<file path="config.mk">
export PLATFORM = sky130hd
export DESIGN_NAME = hazard_control_unit_flat
export DESIGN_NICKNAME = d
export VERILOG_FILES = /design/src/rtl/pipeline_pkg.sv /design/src/rtl/hazard_control_unit_if.sv /design/src/rtl/hazard_control_unit_sat_counter.sv /design/src/rtl/hazard_control_unit.sv /design/src/flat_wrapper.sv
export SDC_FILE = /design/constraint.sdc
export NUM_CORES = 1
export LEC_CHECK = 0
export BUFFER_PORTS_ARGS = -buffer_cell sky130_fd_sc_hd__buf_2
export CAP_MARGIN = 25
export CORE_MARGIN = 2
export CORE_UTILIZATION = 23
export CTS_BUF_LIST = sky130_fd_sc_hd__clkbuf_4 sky130_fd_sc_hd__clkbuf_8 sky130_fd_sc_hd__clkbuf_16
export CTS_CLUSTER_DIAMETER = 150
export CTS_CLUSTER_SIZE = 20
export DETAILED_ROUTE_END_ITERATION = 10
export HOLD_SLACK_MARGIN = 0.1
export PLACE_DENSITY = 0.51
export SYNTH_ARGS = -nofsm -noshare
export SYNTH_HDL_FRONTEND = slang
export SYNTH_SLANG_ARGS = --single-unit
export TNS_END_PERCENT = 5
</file>
<file path="constraint.sdc">
create_clock -name clk -period 2 [get_ports clk]
set_input_delay 0.2 -clock clk [delete_from_list [all_inputs] [get_ports clk]]
set_output_delay 0.2 -clock clk [all_outputs]
set_load 0.02 [all_outputs]
</file>
<file path="src/rtl/pipeline_pkg.sv">
// Shared pipeline control types: FSM state encoding, register index width,
// and the stage-control bundle used by the hazard controller.
package pipeline_pkg;

  localparam int REG_IDX_W = 3;

  typedef enum logic [1:0] {
    RUN      = 2'd0,
    LU_STALL = 2'd1,
    MEM_WAIT = 2'd2,
    HALTED   = 2'd3
  } hcu_state_e;

  // Bit order: pc_en ifid_en idex_en exmem_en memwb_en ifid_flush idex_flush memwb_flush
  typedef struct packed {
    logic pc_en;
    logic ifid_en;
    logic idex_en;
    logic exmem_en;
    logic memwb_en;
    logic ifid_flush;
    logic idex_flush;
    logic memwb_flush;
  } ctrl_t;

  typedef struct packed {
    ctrl_t      ctrl;
    hcu_state_e next;
  } decision_t;

  localparam ctrl_t CTRL_RUN    = 8'b11111_000;
  localparam ctrl_t CTRL_FREEZE = 8'b00000_001;
  localparam ctrl_t CTRL_BRANCH = 8'b11111_110;
  localparam ctrl_t CTRL_LU     = 8'b00111_010;
  localparam ctrl_t CTRL_HALT   = 8'b01111_100;
  localparam ctrl_t CTRL_RESET  = 8'b00000_111;

  // Priority-ordered hazard resolution shared by RUN, LU_STALL and MEM_WAIT.
  function automatic decision_t run_rules(input logic mwait, input logic branch,
                                          input logic lu, input logic halt);
    decision_t d;
    d.ctrl = CTRL_RUN;
    d.next = RUN;
    if (mwait) begin
      d.ctrl = CTRL_FREEZE;
      d.next = MEM_WAIT;
    end else if (branch) begin
      // ID is flushed, so any coincident load-use hazard is moot
      d.ctrl = CTRL_BRANCH;
      d.next = RUN;
    end else if (lu) begin
      d.ctrl = CTRL_LU;
      d.next = LU_STALL;
    end else if (halt) begin
      d.ctrl = CTRL_HALT;
      d.next = HALTED;
    end
    return d;
  endfunction

endpackage

</file>
<file path="src/rtl/hazard_control_unit_if.sv">
// Hazard-detection inputs from the pipeline and stage-control outputs back to it.
interface hazard_control_unit_if;
  import pipeline_pkg::*;

  logic                 id_valid;
  logic [REG_IDX_W-1:0] id_src;
  logic [REG_IDX_W-1:0] id_dst;
  logic                 id_uses_src;
  logic                 id_uses_dst;
  logic                 ex_valid;
  logic                 ex_mem_read;
  logic                 ex_wb;
  logic [REG_IDX_W-1:0] ex_dst;
  logic                 ex_branch_taken;
  logic                 mem_req;
  logic                 mem_ready;
  logic                 halt;
  logic                 resume;

  logic pc_en;
  logic ifid_en;
  logic idex_en;
  logic exmem_en;
  logic memwb_en;
  logic ifid_flush;
  logic idex_flush;
  logic memwb_flush;

  // Pipeline side: reports hazards, receives enables/flushes
  modport master (
    output id_valid, id_src, id_dst, id_uses_src, id_uses_dst,
           ex_valid, ex_mem_read, ex_wb, ex_dst, ex_branch_taken,
           mem_req, mem_ready, halt, resume,
    input  pc_en, ifid_en, idex_en, exmem_en, memwb_en,
           ifid_flush, idex_flush, memwb_flush
  );

  // Controller side
  modport slave (
    input  id_valid, id_src, id_dst, id_uses_src, id_uses_dst,
           ex_valid, ex_mem_read, ex_wb, ex_dst, ex_branch_taken,
           mem_req, mem_ready, halt, resume,
    output pc_en, ifid_en, idex_en, exmem_en, memwb_en,
           ifid_flush, idex_flush, memwb_flush
  );
endinterface

</file>
<file path="src/rtl/hazard_control_unit_sat_counter.sv">
// Saturating up-counter with synchronous clear (clear wins over inc).
module sat_counter #(
  parameter int WIDTH = 16
) (
  input  logic             clk,
  input  logic             rst_n,
  input  logic             inc,
  input  logic             clear,
  output logic [WIDTH-1:0] count
);

  logic [WIDTH-1:0] count_q;
  logic [WIDTH-1:0] count_d;

  // Next count: clear, else increment unless already all-ones
  always_comb begin
    count_d = count_q;
    if (clear)
      count_d = '0;
    else if (inc && (count_q != {WIDTH{1'b1}}))
      count_d = count_q + 1'b1;
  end

  // Count register
  always_ff @(posedge clk or negedge rst_n) begin
    if (!rst_n) count_q <= '0;
    else        count_q <= count_d;
  end

  assign count = count_q;

endmodule

</file>
<file path="src/rtl/hazard_control_unit.sv">
// Pipeline hazard sequencer: load-use, memory wait, taken branch and halt.
// Stage controls are Mealy (same-cycle response); held at bubble values in reset.
//
// state    | meaning
// RUN      | normal flow, hazards resolved combinationally
// LU_STALL | one bubble inserted for a load-use; lu ignored this cycle
// MEM_WAIT | pipeline frozen until mem_ready
// HALTED   | fetch stopped, downstream drains until resume
module hazard_control_unit
  import pipeline_pkg::*;
#(
  parameter int MEM_TIMEOUT = 255,
  parameter int CNT_W       = 16
) (
  input  logic                 clk,
  input  logic                 rst_n,
  hazard_control_unit_if.slave bus,
  output logic [1:0]           state,
  output logic [CNT_W-1:0]     stall_cycles,
  output logic                 mem_timeout
);

  localparam logic [15:0] TIMEOUT_M1 = 16'(MEM_TIMEOUT - 1);

  hcu_state_e  state_q, state_d;
  logic        mem_timeout_q, mem_timeout_d;
  logic        lu, mwait;
  ctrl_t       ctrl;
  decision_t   dec;
  logic [15:0] wait_cnt;

  // Hazard detection and next-state / control selection
  always_comb begin
    lu = bus.ex_valid & bus.ex_mem_read & bus.ex_wb & bus.id_valid &
         ((bus.id_uses_src & (bus.id_src == bus.ex_dst)) |
          (bus.id_uses_dst & (bus.id_dst == bus.ex_dst)));
    mwait = bus.mem_req & ~bus.mem_ready;

    dec = run_rules(mwait, bus.ex_branch_taken,
                    lu & (state_q != LU_STALL), bus.halt);
    ctrl    = dec.ctrl;
    state_d = dec.next;

    if (state_q == HALTED) begin
      if (mwait) begin
        ctrl    = CTRL_FREEZE;
        state_d = HALTED;
      end else if (bus.resume) begin
        ctrl    = CTRL_RUN;
        state_d = RUN;
      end else begin
        ctrl    = CTRL_HALT;
        state_d = HALTED;
      end
    end

    if (!rst_n) ctrl = CTRL_RESET;

    mem_timeout_d = mem_timeout_q | (mwait & (wait_cnt >= TIMEOUT_M1));
  end

  // FSM state and sticky timeout flag
  always_ff @(posedge clk or negedge rst_n) begin
    if (!rst_n) begin
      state_q       <= RUN;
      mem_timeout_q <= 1'b0;
    end else begin
      state_q       <= state_d;
      mem_timeout_q <= mem_timeout_d;
    end
  end

  sat_counter #(.WIDTH(16)) u_wait_cnt (
    .clk   (clk),
    .rst_n (rst_n),
    .inc   (mwait),
    .clear (~mwait),
    .count (wait_cnt)
  );

  sat_counter #(.WIDTH(CNT_W)) u_stall_cnt (
    .clk   (clk),
    .rst_n (rst_n),
    .inc   (~ctrl.pc_en),
    .clear (1'b0),
    .count (stall_cycles)
  );

  assign bus.pc_en       = ctrl.pc_en;
  assign bus.ifid_en     = ctrl.ifid_en;
  assign bus.idex_en     = ctrl.idex_en;
  assign bus.exmem_en    = ctrl.exmem_en;
  assign bus.memwb_en    = ctrl.memwb_en;
  assign bus.ifid_flush  = ctrl.ifid_flush;
  assign bus.idex_flush  = ctrl.idex_flush;
  assign bus.memwb_flush = ctrl.memwb_flush;

  assign state       = state_q;
  assign mem_timeout = mem_timeout_q;

endmodule

</file>
<file path="src/flat_wrapper.sv">
// flat-port wrapper written by rule: the top's interface ports become plain ports
module hazard_control_unit_flat import pipeline_pkg::*;
#(
  parameter int MEM_TIMEOUT = 255,
  parameter int CNT_W       = 16
)
  (clk, rst_n, state, stall_cycles, mem_timeout, bus_id_valid, bus_id_src, bus_id_dst, bus_id_uses_src, bus_id_uses_dst, bus_ex_valid, bus_ex_mem_read, bus_ex_wb, bus_ex_dst, bus_ex_branch_taken, bus_mem_req, bus_mem_ready, bus_halt, bus_resume, bus_pc_en, bus_ifid_en, bus_idex_en, bus_exmem_en, bus_memwb_en, bus_ifid_flush, bus_idex_flush, bus_memwb_flush);
  hazard_control_unit_if bus_i ();
  input  logic clk;
  input  logic rst_n;
  output logic [1:0] state;
  output logic [CNT_W-1:0] stall_cycles;
  output logic mem_timeout;
  input wire logic [$bits(bus_i.id_valid)-1:0] bus_id_valid;
  input wire logic [$bits(bus_i.id_src)-1:0] bus_id_src;
  input wire logic [$bits(bus_i.id_dst)-1:0] bus_id_dst;
  input wire logic [$bits(bus_i.id_uses_src)-1:0] bus_id_uses_src;
  input wire logic [$bits(bus_i.id_uses_dst)-1:0] bus_id_uses_dst;
  input wire logic [$bits(bus_i.ex_valid)-1:0] bus_ex_valid;
  input wire logic [$bits(bus_i.ex_mem_read)-1:0] bus_ex_mem_read;
  input wire logic [$bits(bus_i.ex_wb)-1:0] bus_ex_wb;
  input wire logic [$bits(bus_i.ex_dst)-1:0] bus_ex_dst;
  input wire logic [$bits(bus_i.ex_branch_taken)-1:0] bus_ex_branch_taken;
  input wire logic [$bits(bus_i.mem_req)-1:0] bus_mem_req;
  input wire logic [$bits(bus_i.mem_ready)-1:0] bus_mem_ready;
  input wire logic [$bits(bus_i.halt)-1:0] bus_halt;
  input wire logic [$bits(bus_i.resume)-1:0] bus_resume;
  output wire logic [$bits(bus_i.pc_en)-1:0] bus_pc_en;
  output wire logic [$bits(bus_i.ifid_en)-1:0] bus_ifid_en;
  output wire logic [$bits(bus_i.idex_en)-1:0] bus_idex_en;
  output wire logic [$bits(bus_i.exmem_en)-1:0] bus_exmem_en;
  output wire logic [$bits(bus_i.memwb_en)-1:0] bus_memwb_en;
  output wire logic [$bits(bus_i.ifid_flush)-1:0] bus_ifid_flush;
  output wire logic [$bits(bus_i.idex_flush)-1:0] bus_idex_flush;
  output wire logic [$bits(bus_i.memwb_flush)-1:0] bus_memwb_flush;
  assign bus_i.id_valid = bus_id_valid;
  assign bus_i.id_src = bus_id_src;
  assign bus_i.id_dst = bus_id_dst;
  assign bus_i.id_uses_src = bus_id_uses_src;
  assign bus_i.id_uses_dst = bus_id_uses_dst;
  assign bus_i.ex_valid = bus_ex_valid;
  assign bus_i.ex_mem_read = bus_ex_mem_read;
  assign bus_i.ex_wb = bus_ex_wb;
  assign bus_i.ex_dst = bus_ex_dst;
  assign bus_i.ex_branch_taken = bus_ex_branch_taken;
  assign bus_i.mem_req = bus_mem_req;
  assign bus_i.mem_ready = bus_mem_ready;
  assign bus_i.halt = bus_halt;
  assign bus_i.resume = bus_resume;
  assign bus_pc_en = bus_i.pc_en;
  assign bus_ifid_en = bus_i.ifid_en;
  assign bus_idex_en = bus_i.idex_en;
  assign bus_exmem_en = bus_i.exmem_en;
  assign bus_memwb_en = bus_i.memwb_en;
  assign bus_ifid_flush = bus_i.ifid_flush;
  assign bus_idex_flush = bus_i.idex_flush;
  assign bus_memwb_flush = bus_i.memwb_flush;
  hazard_control_unit #(.MEM_TIMEOUT(MEM_TIMEOUT), .CNT_W(CNT_W)) u_core (.clk(clk), .rst_n(rst_n), .bus(bus_i), .state(state), .stall_cycles(stall_cycles), .mem_timeout(mem_timeout));
endmodule
</file>
# Word level (Yosys, flattened, before mapping)
# Cells that the tools add are included.
# totals
output_inout_bits	27
word_cells	42
input_bits	22
reg_bits	35
# classes
order_cmp	1
eq_ne	7
addsub	2
n_reduce_logical	2
n_mux	13
bitwise_logic	13
# ops
cell	count
2-to-1 mux 10 bit	4
adder 16 x 1 -> 16 bit (second input constant)	2
2-to-1 mux 16 bit	2
2-to-1 mux 8 bit	4
inequality test 16 bit (second input constant)	2
>= comparator 16 x 8 -> 1 bit (second input constant)	1
bitwise AND 1 bit	9
== test 3 bit	2
2-to-1 mux 2 bit	3
inequality test 2 x 1 -> 1 bit (second input constant)	2
== test 2 bit (second input constant)	1
logical AND 1 bit	2
inverter 1 bit	2
OR 1 bit	2

# Logic depth before layout (Yosys ltp)
# depth
word_depth	12
depth_mapped	8
mapped_depth_nobuf	7

# By module
# Synthesis repeated with hierarchy kept, for this count alone.
# unflattened
hier_cells	246
hier_area_um2	2245.9
# by_module_without_submodules
module	seq_area_each_um2	cells_each	area_each_um2	instances
sat_counter	400.4	98	942.2	2
hazard_control_unit	75.1	50	361.6	1

# Worst setup path before layout
# OpenSTA, ideal clock, no wires.
# synth_timing
kind	flip-flop to flip-flop
start	register u_core.u_stall_cnt.count_q[0], in the netlist u_core.u_stall_cnt.count[0]
end	register u_core.u_stall_cnt.count_q[1], in the netlist u_core.u_stall_cnt.count[1]
path_buffers	1
path_stages_with_launch	8
required_ns	1.875
slack_ns	-0.044
period_less_slack_ns	2.044
arrival_ns	1.918
setup_time_ns	0.125
cell_sequence	dfrtp_1 -> ha_1 -> and3_1 -> nand3_1 -> or3_4 -> nand3_2 -> buf_6 -> mux2_4
# synth_between
elab_chain_cells	2
word_cells_on_any_way	3
cone_classes	add/sub: 1; eq/ne: 1; reduce/logical: 1
# synth_rtl
item	line_no	source
start, declared	hazard_control_unit_sat_counter.sv:12	logic [WIDTH-1:0] count_q;
start signal, assigned	hazard_control_unit_sat_counter.sv:27	else count_q <= count_d;
branches (longest 2 deep; another with adder 16 x 1 -> 16 bit)	n/a	
# Parallel ways; which one is timed is not known.
# A chain may end at the register's enable or synchronous reset.

# Final worst setup path
# layout_timing
start	register u_core.state_q[0], in the netlist u_core.state[0]
end	output port bus_pc_en
# layout_between
elab_chain_cells	7
word_cells_on_any_way	8
cone_classes	eq/ne: 2; mux: 5; bitwise: 1
# layout_rtl
item	line_no	source
start, declared	hazard_control_unit.sv:25	hcu_state_e state_q, state_d;
start signal, assigned	hazard_control_unit.sv:68	state_q <= state_d;
inequality test 2 x 1 -> 1 bit	hazard_control_unit.sv:40	lu & (state_q != LU_STALL), bus.halt);
bitwise AND 1 bit	hazard_control_unit.sv:40	
2-to-1 mux 10 bit	pipeline_pkg.sv:51	end else if (lu) begin
2-to-1 mux 10 bit	pipeline_pkg.sv:47	end else if (branch) begin
2-to-1 mux 10 bit	pipeline_pkg.sv:44	if (mwait) begin
2-to-1 mux 8 bit (*)	hazard_control_unit.sv:44	if (state_q == HALTED) begin
2-to-1 mux 8 bit (*)	hazard_control_unit.sv:57	if (!rst_n) ctrl = CTRL_RESET;
end, declared	flat_wrapper.sv:28	output wire logic [$bits(bus_i.pc_en)-1:0] bus_pc_en;
# Mark *: on every way between the ends. The rest lies on a longest branch, timed or not.

==> impl_results.md <==
- Sw frac: between 20% and 30%
- Least-Margin Pin Slew: about 0.34 ns
- CTS Sinks: 35
- Crit-path max FO: 7
- EDFF count, synth: 0
- Post-synth top flop: dfrtp_1
- Synth area leaders: dfrtp_1 45%, xor2_1 7.6%, xnor2_1 5.8%
- Width of the die: just under 100 um
- Ys Warns: 0
- Final setup viols: 0
- Worst Path Required: 1.80 ns
- Most frequent cells in the layout: 48 x buf_2, 31 x dfrtp_1, 21 x nor2_1, 17 x nand2_1, 17 x xor2_1
- Sequential standard cell area: roughly 880 um^2
- Largest net degree at the start of global routing: 36
- Mux cell area share after synthesis: 1.92%
- Initial Util: a little under a quarter
- Final Max Tran Viols: 0
- Antenna violations before repair: 0
- Setup TNS: 0 ns
- WP data arrival: between 1.5 and 2 ns
- Clock power share: 36.2%
- RSZ-0062 raised after global routing: false
- Clock skew: ~0.012 ns
- Final cell count without fillers: ~360
- CP Class: register to primary output
- Ys async rst share: 100%
- Antenna-violating nets left: 0
- Fin crit period: ~1.9 ns
- Compound-Gate Fraction of Synth Area: 6.86%
- Placed cells: around 350
- DIE AREA: about 0.0092 mm^2
- Syn Std Cell Area: 0.00195 mm^2
- Area share of and/or/nand/nor cells after synthesis: around 27%
- Area growth syn-to-layout: 29.5%
- Cell taking the most area after synthesis: dfrtp_1
- CTS tree: yes
- Startpoint class of the critical path: register
- Drt drc: 0
- Pre-antenna DRT Iters: 4
- Routed wire per std cell: roughly 12 um
- Core area: around 0.0082 mm^2
- Pwr dens: 840 mW/mm^2
- Static leakage: roughly 1.2 nW
- P_sw: ~0.63 mW
- Final hold vios: 0
- Number of buffers added on ports: 48
- Hold crit path type: primary input to register
- Synth unique cells: 43
- Share of layout cells above drive strength 1: between 30% and 40%
- Max-cap violations: 0
- Gr ovfl total: 0
- Fmax: 0.531 GHz
- Status: finished, final reports clean
- Register area share after synthesis: between 40 and 50%
- Slew HR: 77.0%
- WL final: 4.31 mm
- Xor and xnor area share after synthesis: 13.5%
- Root buf cell: clkbuf_8
- Later-pin clock latency in the skew report: slightly below 0.3 ns
- Worst-case clock buffer depth: 2
- Synth Instances: 200
- Fillers: about 860
- CTS Buf Count: 5
- Seq cells post-synth: 35
- H-tree Lvls: 2
- Syn nets: ~230
- Post-DR vias/cell: between 4 and 5
- # IOs: slightly below 50
- Routed via count: ~1600
- Commonest non-fill, non-tap cell in the layout: buf_2
- Area fraction of the dominant cell type after synthesis: between 40 and 50%
- Internal: about 1.5 mW
- Die Ht: a little under 100 um
- Nets@finish: roughly 280
- Post-DP HPWL: around 3.2 mm
- Largest family of logic cells by synthesized area: simple AND/OR/NAND/NOR gates
- Initial DRC count: between 80 and 90
- Overall global routing resource usage: between 10% and 20%
- Synth Area in Adders: 1.92%
- Antenna cell count: 0
- Routability cong.: 0.769
- Multi-input gate area: just over 0.001 mm^2
- Period utilisation layout: around 94%
- Syn Area/Cell: between 9 and 10 um^2
- CTS clk-pin slew, worst paths: 0.07 ns
- Vias in the first global route: approximately 1600
- Peak supply drop: 0.538 mV
- Logic pwr share: between 20 and 25%
- First-pass GRT wire length: 7.66 mm
- Seq pwr share: ~41%
- Worst Setup End Kind: primary output
- Row count: 33
state kept, by name, indices dropped and copies added, names as in the netlist:
name / flops
u_core.mem_timeout: 1
u_core.u_stall_cnt.count: 16
u_core.u_wait_cnt.count: 16
u_core.state: 2
metrics by stage:
| stage | util (%) | area (um^2) | setup WS (ns) | hold slack, ns | power [mW] |
|---|---|---|---|---|---|
| 6_report | 30.8 | 2530 | 0.116 | 0.195 | 2.12 |
| 2_1_floorplan | - | 1950 | 0.0294 | -0.0956 | 1.18 |
| 4_1_cts | 30.6 | 2510 | 0.0337 | 0.188 | 2.14 |
| 3_3_place_gp | 28.5 | 2340 | 0.116 | 0.315 | 1.36 |
| 5_1_grt | 30.8 | 2530 | 0.0181 | 0.201 | 2.24 |
| 3_5_place_dp | 28.5 | 2340 | 0.00423 | 0.306 | 1.36 |
logic make-up (layout without fill, tap and decap cells):
group                    after synthesis  in the layout
AND/OR/NAND/NOR                       96             96
flip-flops                            35             35
XOR/XNOR                              30             30
AO/OA/AOI/OAI                         18             18
buffers and inverters                 15             74
adder cells (fa/ha/maj)                3              3
multiplexers                           3              3
cell type report:
type | count | share of cell area [%]
clock buffer | 5 | 2.72
multi-input combinational | 150 | 40.3
inverter | 8 | 1.19
sequential | 35 | 34.9
tap | 105 | 5.20
timing repair buffer | 58 | 13.1
clock inverter | 3 | 2.67
timing repair:
item                                    CTS  global route
endpoints found under the hold margin    35             0
resized for setup                         1             4
endpoints found under the setup margin    1             6
hold buffers                              2             0
setup buffers                             0             0
final timing paths:
path,startpoint,cells past startpoint,end,slack [ns]
worst max-delay path,u_core.state[0],5,bus_pc_en,0.12
worst min-delay path,bus_halt,3,u_core.state[0],0.20
worst max register to register,u_core.u_stall_cnt.count[0],6,u_core.u_stall_cnt.count[1],0.13
worst min register to register,u_core.mem_timeout,1,u_core.mem_timeout,0.47
max in group asynchronous,rst_n,4,u_core.u_stall_cnt.count[0],1.23
min in group asynchronous,rst_n,4,u_core.u_wait_cnt.count[1],0.57
metal layers:
layer | track usage [%] | vias to the layer above | routed length [um]
li1 | - | 823 | -
met1 | 13.7 | 773 | 2010
met2 | 17.1 | 37 | 2030
met4 | 3.69 | 0 | 65
met3 | 2.66 | 9 | 204
met5 | 0 | - | 0
power groups by stage:
stage                     Clock (mW)  Sequential, mW  Combinational [mW]
after detailed placement           0           0.878               0.480
after global routing           0.826           0.884               0.533
after CTS                      0.788           0.868               0.488
after global placement             0           0.880               0.479
after floorplan                    0           0.954               0.228
final                          0.770           0.871               0.483
worst max-delay path: stages, from the launching register on:
cell and delay [ns]:
dfrtp_2 0.45, nand3b_1 0.12, nand3_1 0.11, a211o_2 0.38
nand2_1 0.14, buf_2 0.19
cells in the mapped netlist (2+ instances only):
master	count
nor4_1	5
nand2_1	17
xor2_1	17
inv_1	8
clkbuf_1	2
nand2b_1	2
and3_1	5
xnor2_1	13
nor3_1	8
nand4_1	13
o211ai_1	2
a21oi_1	3
dfrtp_1	35
nor2_1	21
a211oi_1	2
nand3_1	14
and4_1	2
ha_1	3
a31oi_1	3
buf_4	2
No activity file was read; power rests on OpenSTA's default activity.
